## config.mk

```make
export PLATFORM = sky130hd
export DESIGN_NAME = secded_encoder_stream_flat
export DESIGN_NICKNAME = d
export VERILOG_FILES = /design/src/rtl/secded_encoder_stream_if.sv /design/src/rtl/secded_encoder_stream.sv /design/src/flat_wrapper.sv
export SDC_FILE = /design/constraint.sdc
export NUM_CORES = 1
export LEC_CHECK = 0
export ABC_AREA = 1
export CAP_MARGIN = 20
export CORE_UTILIZATION = 45
export CTS_BUF_LIST = sky130_fd_sc_hd__clkbuf_8
export CTS_CLUSTER_DIAMETER = 120
export DETAILED_ROUTE_END_ITERATION = 8
export PLACE_DENSITY = 0.88
export SYNTH_ARGS = -nofsm -noshare
export SYNTH_HDL_FRONTEND = slang
export SYNTH_SLANG_ARGS = --single-unit
export TNS_END_PERCENT = 50
```

## constraint.sdc

```tcl
create_clock -name i_clk -period 1.5 [get_ports i_clk]
set_input_delay 0.3 -clock i_clk [delete_from_list [all_inputs] [get_ports i_clk]]
set_output_delay 0.3 -clock i_clk [all_outputs]
set_load 0.005 [all_outputs]
```

## src/rtl/secded_encoder_stream_if.sv

```systemverilog
// Stream bundle for secded_encoder_stream: data in, codeword out, injection control and word count.
// The master side drives data and controls; the slave side is the encoder.
interface secded_encoder_stream_if #(
  parameter int unsigned K = 8,
  parameter int unsigned N = 12
);
  logic         i_valid;
  logic         o_ready;
  logic [K-1:0] i_data;
  logic         o_valid;
  logic         i_ready;
  logic [N:0]   o_code;
  logic         i_inj_arm;
  logic [N:0]   i_inj_mask;
  logic         o_inj_armed;
  logic         o_inj_done;
  logic [15:0]  o_count;

  modport master (
    output i_valid, i_data, i_ready, i_inj_arm, i_inj_mask,
    input  o_ready, o_valid, o_code, o_inj_armed, o_inj_done, o_count
  );

  modport slave (
    input  i_valid, i_data, i_ready, i_inj_arm, i_inj_mask,
    output o_ready, o_valid, o_code, o_inj_armed, o_inj_done, o_count
  );
endinterface

```

## src/rtl/secded_encoder_stream.sv

```systemverilog
// Streaming SECDED encoder with a registered (N+1)-bit output, word counter and an
// optional one-shot error injector built only when SECDED_ERR_INJECT_EN is defined.
function automatic int unsigned calculate_m(int unsigned k);
  int unsigned m;
  m = 1;
  while ((1 << m) < (m + k + 1)) m++;
  return m;
endfunction

module secded_encoder_stream #(
  parameter int unsigned K = 8,
  parameter int unsigned M = calculate_m(K),
  parameter int unsigned N = M + K
) (
  input  logic i_clk,
  input  logic i_rst_n,
  secded_encoder_stream_if.slave bus
);

  // Position (1..N) of data bit idx: the idx-th non-power-of-two index.
  function automatic int unsigned data_pos(int unsigned idx);
    int unsigned cnt;
    int unsigned pos;
    cnt = 0;
    pos = 0;
    for (int unsigned p = 1; p <= N; p++) begin
      if ((p & (p - 1)) != 0) begin
        if (cnt == idx) pos = p;
        cnt++;
      end
    end
    return pos;
  endfunction

  // Data bits whose codeword position has bit j set.
  function automatic logic [K-1:0] data_cover(int unsigned j);
    logic [K-1:0] c;
    c = '0;
    for (int unsigned i = 0; i < K; i++) begin
      if (((data_pos(i) >> j) & 1) != 0) c = c | (K'(1) << i);
    end
    return c;
  endfunction

  logic [N:1] ham;
  logic [N:0] inj_vec;
  logic [N:0] code_next;
  logic       accept;

  for (genvar i = 0; i < K; i++) begin : g_data
    assign ham[data_pos(i)] = bus.i_data[i];
  end

  for (genvar j = 0; j < M; j++) begin : g_check
    assign ham[1 << j] = ^(bus.i_data & data_cover(j));
  end

  // The injection mask lands after overall parity so it produces true bit errors.
  assign code_next   = {ham, ^ham} ^ inj_vec;
  assign bus.o_ready = !bus.o_valid || bus.i_ready;
  assign accept      = bus.i_valid && bus.o_ready;

  always_ff @(posedge i_clk or negedge i_rst_n) begin
    if (!i_rst_n) begin
      bus.o_valid <= 1'b0;
      bus.o_code  <= '0;
      bus.o_count <= '0;
    end else if (accept) begin
      bus.o_valid <= 1'b1;
      bus.o_code  <= code_next;
      bus.o_count <= bus.o_count + 16'd1;
    end else if (bus.i_ready) begin
      bus.o_valid <= 1'b0;
    end
  end

`ifdef SECDED_ERR_INJECT_EN
  typedef enum logic {IDLE, ARMED} inj_state_t;

  inj_state_t state;
  logic [N:0] mask;

  always_ff @(posedge i_clk or negedge i_rst_n) begin
    if (!i_rst_n) begin
      state           <= IDLE;
      mask            <= '0;
      bus.o_inj_armed <= 1'b0;
      bus.o_inj_done  <= 1'b0;
    end else begin
      bus.o_inj_done <= accept && (state == ARMED);
      // A new arm wins over the accept that consumes the old mask.
      if (bus.i_inj_arm) begin
        mask            <= bus.i_inj_mask;
        state           <= ARMED;
        bus.o_inj_armed <= 1'b1;
      end else if (accept && (state == ARMED)) begin
        state           <= IDLE;
        bus.o_inj_armed <= 1'b0;
      end
    end
  end

  assign inj_vec = (state == ARMED) ? mask : '0;
`else
  logic unused_inj;

  assign unused_inj      = ^{bus.i_inj_arm, bus.i_inj_mask};
  assign inj_vec         = '0;
  assign bus.o_inj_armed = 1'b0;
  assign bus.o_inj_done  = 1'b0;
`endif

endmodule

```

## src/flat_wrapper.sv

```systemverilog
// flat-port wrapper written by rule: the top's interface ports become plain ports
module secded_encoder_stream_flat 
#(
  parameter int unsigned K = 8,
  parameter int unsigned M = calculate_m(K),
  parameter int unsigned N = M + K
)
  (i_clk, i_rst_n, bus_i_valid, bus_i_data, bus_i_ready, bus_i_inj_arm, bus_i_inj_mask, bus_o_ready, bus_o_valid, bus_o_code, bus_o_inj_armed, bus_o_inj_done, bus_o_count);
  secded_encoder_stream_if #(.K(K), .N(N)) bus_i ();
  input  logic i_clk;
  input  logic i_rst_n;
  input wire logic [$bits(bus_i.i_valid)-1:0] bus_i_valid;
  input wire logic [$bits(bus_i.i_data)-1:0] bus_i_data;
  input wire logic [$bits(bus_i.i_ready)-1:0] bus_i_ready;
  input wire logic [$bits(bus_i.i_inj_arm)-1:0] bus_i_inj_arm;
  input wire logic [$bits(bus_i.i_inj_mask)-1:0] bus_i_inj_mask;
  output wire logic [$bits(bus_i.o_ready)-1:0] bus_o_ready;
  output wire logic [$bits(bus_i.o_valid)-1:0] bus_o_valid;
  output wire logic [$bits(bus_i.o_code)-1:0] bus_o_code;
  output wire logic [$bits(bus_i.o_inj_armed)-1:0] bus_o_inj_armed;
  output wire logic [$bits(bus_i.o_inj_done)-1:0] bus_o_inj_done;
  output wire logic [$bits(bus_i.o_count)-1:0] bus_o_count;
  assign bus_i.i_valid = bus_i_valid;
  assign bus_i.i_data = bus_i_data;
  assign bus_i.i_ready = bus_i_ready;
  assign bus_i.i_inj_arm = bus_i_inj_arm;
  assign bus_i.i_inj_mask = bus_i_inj_mask;
  assign bus_o_ready = bus_i.o_ready;
  assign bus_o_valid = bus_i.o_valid;
  assign bus_o_code = bus_i.o_code;
  assign bus_o_inj_armed = bus_i.o_inj_armed;
  assign bus_o_inj_done = bus_i.o_inj_done;
  assign bus_o_count = bus_i.o_count;
  secded_encoder_stream #(.K(K), .M(M), .N(N)) u_core (.i_clk(i_clk), .i_rst_n(i_rst_n), .bus(bus_i));
endmodule
```

* Yosys cells after proc, flatten, opt, wreduce, memory -nomap -nowiden *
Index checks and enable logic that the tools add are counted.

operators by class
  add/sub/neg operators = 1
  multiply operators = 0
  div/mod/pow operators = 0
  magnitude comparators = 0
  equality and inequality tests = 0
  shift-type cells = 0
  multiplexer cells = 2
  bitwise operators = 0
  reduce and logical (&&, ||, !) cells = 9

operators by type and width
  operator               number
  $reduce_xor 8->1       4
  $add 16x1->16 const B  1
  $reduce_xor 12->1      1
  $mux 1                 2
  $reduce_bool 2->1      1
  $logic_and 1x1->1      1
  $logic_not 1->1        1
  $logic_or 1x1->1       1

storage, ports and cells
  register bits after elaboration = 30
  bits in latches = 0
  bits in writable memories = 0
  ROM bits = 0
  bits of input ports = 26
  output and inout bits = 33
  logic and storage cells = 15
  memories kept = 0

* Depth between registers and ports, before layout *
  word-level depth = 4
  depth in mapped cells = 10
  depth with buffers taken out = 10

* Least setup slack after synthesis *
OpenSTA, ideal clock, no wires.

  kind = register to register
  start point = reg u_core.bus.o_valid
  end point = reg u_core.bus.o_count[11]
  library setup time = 0.118 ns
  arrival time = 1.104 ns
  required time = 1.382 ns
  path slack = 0.278 ns
  stages on the path, launching flop included = 8
  path buffers = 0
  clock period less this slack = 1.222 ns
  cells stage by stage = dfrtp_1 -> a21oi_4 -> nand2_2 -> inv_2 -> nand2_2 -> nor2_4 -> xor2_1 -> inv_1

between the ends
  word-level cells in the longest chain between the ends = 3

ends and longest elaborated chain
  item                    RTL line                        RTL
  from (decl)             secded_encoder_stream_if.sv:26  output o_ready, o_valid, o_code, o_inj_armed, o_inj_done, o_count
  from (signal assigned)  secded_encoder_stream.sv:65     bus.o_valid <= 1'b0;
  from (signal assigned)  secded_encoder_stream.sv:69     bus.o_valid <= 1'b1;
  from (signal assigned)  secded_encoder_stream.sv:73     bus.o_valid <= 1'b0;
  $logic_not 1->1         secded_encoder_stream.sv:60     assign bus.o_ready = !bus.o_valid || bus.i_ready;
  $logic_or 1x1->1        secded_encoder_stream.sv:60
  $logic_and 1x1->1       secded_encoder_stream.sv:61     assign accept = bus.i_valid && bus.o_ready;
  to (signal assigned)    secded_encoder_stream.sv:71     bus.o_count <= bus.o_count + 16'd1;
  to (decl)               secded_encoder_stream_if.sv:26

Every way passes these cells.
A chain may end at the register's enable or synchronous reset.

* Worst setup path in the final report *
  start point = reg u_core.bus.o_count[11]
  end point = out bus_o_count[11]

RTL lines
  item       RTL line            RTL
  to (decl)  flat_wrapper.sv:22  output wire logic [$bits(bus_i.o_count)-1:0] bus_o_count;

No word-level cell between the ends.

==> impl_metrics.toml <==
[worst_setup_path]
start_kind = "flop"
required_ns = 1.20
crit_chain = "clkdlybuf4s50_1"
cp_slowest_stage_delay_ns = 0.50
cp_max_fo = 3
worst_setup_path_end_kind = "output port"
crit_slowest_cell = "clkdlybuf4s50_1"
cp_num_buf_inv = 1
arrival_ns = 1.14
path_class = "reg -> out"
cp_top_family = "buffers and inverters"

[route]
wire_per_inst_um = 10.6
ant_nets = 0
drtIter0Drc = 46
wl_um = 3130
route.vias.total = 1337
drc_errors = 0
dr.pass1.iters = 4
via_per_inst = 4.52

[cts]
htreeDepth = 2
cts_root_buf = "clkbuf_8"
insertion_delay_ns = 0.28
numCtsBuffers = 5
hold_buffers = 0
cts_tree = "built"
path_clk_slew_ns = 0.07
cts.sinks = 30
cts_buffer_depth = 2

[synthesis]
ys_types = 27
synth_area_um2 = 1550
synth_top_area_frac = 0.485
synth_area_leader_cell = "dfrtp_1"
ys_top_cells_by_area = "dfrtp_1, nand2_1, xor2_1, xnor2_1, inv_1"
synthCells = 184
seq_area_frac_synth = 0.485
async_flop_share = 1.00
syn_area_per_cell_um2 = 8.40
yosysMostFrequentCell = "nand2_1"
synth-edff-count = 0
synthTopCellsByCount = "nand2_1, dfrtp_1, inv_1"
ys.flop_type = "dfrtp_1"
synth-seq-cells = 30
ys_warn_count = 0

[floorplan]
die_w_um = 60.6
initial_core_util = 0.490
design.core.area_um2 = 3150
die_h_um = 60.6
row_count = 20
die_area_um2 = 3670
io_pins = 59

[pwr]
p_sw_frac = 0.277
clkPwrFrac = 0.296
p_comb_frac = 0.308
power_frac_seq = 0.396
intPower_uw = 1910
p_leak_uw = 0.00119
vdd_drop_max_mv = 0.600
powerDensity_nw_per_um2 = 1160
p_sw_uw = 732

[placed_design]
placed_area_um2 = 2130
place.gp.congestion = 0.778
dpl_worst_slack_ns = -0.206
dp_hpwl_um = 2340
portBuffers = 42

[run_status]
outcome = "completed"

[timing]
setup_tns_ns = 0
drv_slew = 0
skew_ns = 0.00694
rsz0062_at_grt = "no"
setup_viol = 0
final_hold_viol_count = 0
fin_crit_ns = 1.44
fin_crit_sh = 0.962
timing.fmax_mhz = 693
worst_slack_ns = 0.0576

[global_route]
grt_max_degree = 31
grt_overflow = 0
grt_pass1_wl_um = 5110
track_usage = 0.191
antenna_found_initial = 0
grt_pass1_vias = 1259

[final_layout]
n_antenna_cell = 0
nets = 278
layout-drive-gt1-share = 0.187
fill_cells = 246
final_area_um2 = 2290
area_growth_pct = 47.8

[flow_run]
maxCapViolations = 0

[min_path]
worst_hold_path_type = "in -> async"
[final timing paths]
path,startpoint,endpoint,slack (ns),depth (start not counted)
setup / recovery,u_core.bus.o_count[11]$_DFFE_PN0P_,bus_o_count[11],0.06,1
hold / removal,i_rst_n,u_core.bus.o_count[9]$_DFFE_PN0P_,0.39,2
setup reg to reg,u_core.bus.o_valid$_DFFE_PN0P_,u_core.bus.o_count[11]$_DFFE_PN0P_,0.18,7
hold reg to reg,u_core.bus.o_code[1]$_DFFE_PN0P_,u_core.bus.o_code[1]$_DFFE_PN0P_,0.48,2
max in group asynchronous,i_rst_n,u_core.bus.o_count[3]$_DFFE_PN0P_,0.94,2
min in group i_clk,u_core.bus.o_code[1]$_DFFE_PN0P_,u_core.bus.o_code[1]$_DFFE_PN0P_,0.48,2
[power groups by stage]
| stage | Combinational [µW] | Clock [µW] | Sequential [µW] |
|---|---|---|---|
| CTS | 795 | 794 | 1050 |
| global placement | 688 | 0 | 1110 |
| global route | 909 | 834 | 1070 |
| detailed placement | 700 | 0 | 1120 |
| floorplan | 278 | 0 | 1110 |
| finish | 816 | 783 | 1050 |
[kinds of logic after synthesis]
family	share of synthesized area
flops	0.485
compound gates	0.0542
fa+ha+maj	0.00809
xor+xnor	0.113
buf+inv	0.0712
other cells	0.00242
simple gates	0.265
[routing by layer]
| metal | up-vias | part of all wire | GRT usage |
|---|---|---|---|
| li1 | 702 | - | - |
| met5 | - | 0 | 0 |
| met3 | 2 | 0.039 | 0.0469 |
| met1 | 597 | 0.47 | 0.225 |
| met2 | 36 | 0.48 | 0.331 |
| met4 | 0 | 0.0093 | 0.0812 |
[through the flow]
stage                     instances  utilization  hold WS, ns  total power (µW)
after CTS                       295        0.720        0.394              2640
final                           296        0.725        0.394              2650
after global routing            296        0.725        0.417              2810
after floorplan                 185            -      0.00441              1390
after global placement          282        0.676        0.464              1800
after detailed placement        282        0.676        0.467              1820
[placed cells by master, fill, tap and decap left out]
cell,Yosys,routed
buf_4,2,21
dfrtp_2,0,2
a21oi_1,1,1
conb_1,1,2
nor3b_2,1,1
nor3_1,2,2
nand3_1,9,9
inv_1,18,18
nand4_1,1,1
o21a_1,1,1
xnor2_1,9,9
dlygate4sd2_1,0,7
nor2_1,9,9
clkbuf_8,0,5
nand4_2,2,2
dlymetal6s2s_1,0,3
buf_12,0,1
a21oi_4,1,1
o21ai_1,1,1
or2_2,1,1
dfrtp_1,30,28
nor2_4,1,1
nand2_2,2,2
clkdlybuf4s50_1,0,32
ha_1,1,1
o21ai_0,10,10
bufinv_16,0,1
xor2_1,11,11
nand2_1,59,59
nand3b_1,1,1
clkinv_2,0,2
inv_2,4,4
nor2_2,3,3
[worst register-to-register path: stages (launching register included)]
cell and delay, ns:
dfrtp_1 0.42, a21oi_4 0.24, nand2_2 0.09, inv_2 0.08, nand2_2 0.07, nor2_4 0.11
xor2_1 0.16, inv_1 0.05
[cell type report]
cell class / count / area (µm²) / share of cell area
clock inverter: 3 / 40.0 / 0.0175
multi-input combinational: 128 / 689 / 0.302
clock buffer: 5 / 68.8 / 0.0301
tap: 44 / 55.1 / 0.0241
sequential: 30 / 753 / 0.330
timing repair buffer: 64 / 597 / 0.261
inverter: 22 / 82.6 / 0.0361
[state kept, by name, summed over array words and instances (netlist names)]
signal / count
u_core.bus.o_count: 16
u_core.bus.o_valid: 1
u_core.bus.o_code: 13
[timing repair]
item	4_1_cts	5_1_grt
endpoints found under the setup margin	12	4
buffers inserted	5	1
gates resized for setup	9	3
Note: power is estimated with default switching activity, not from simulation.
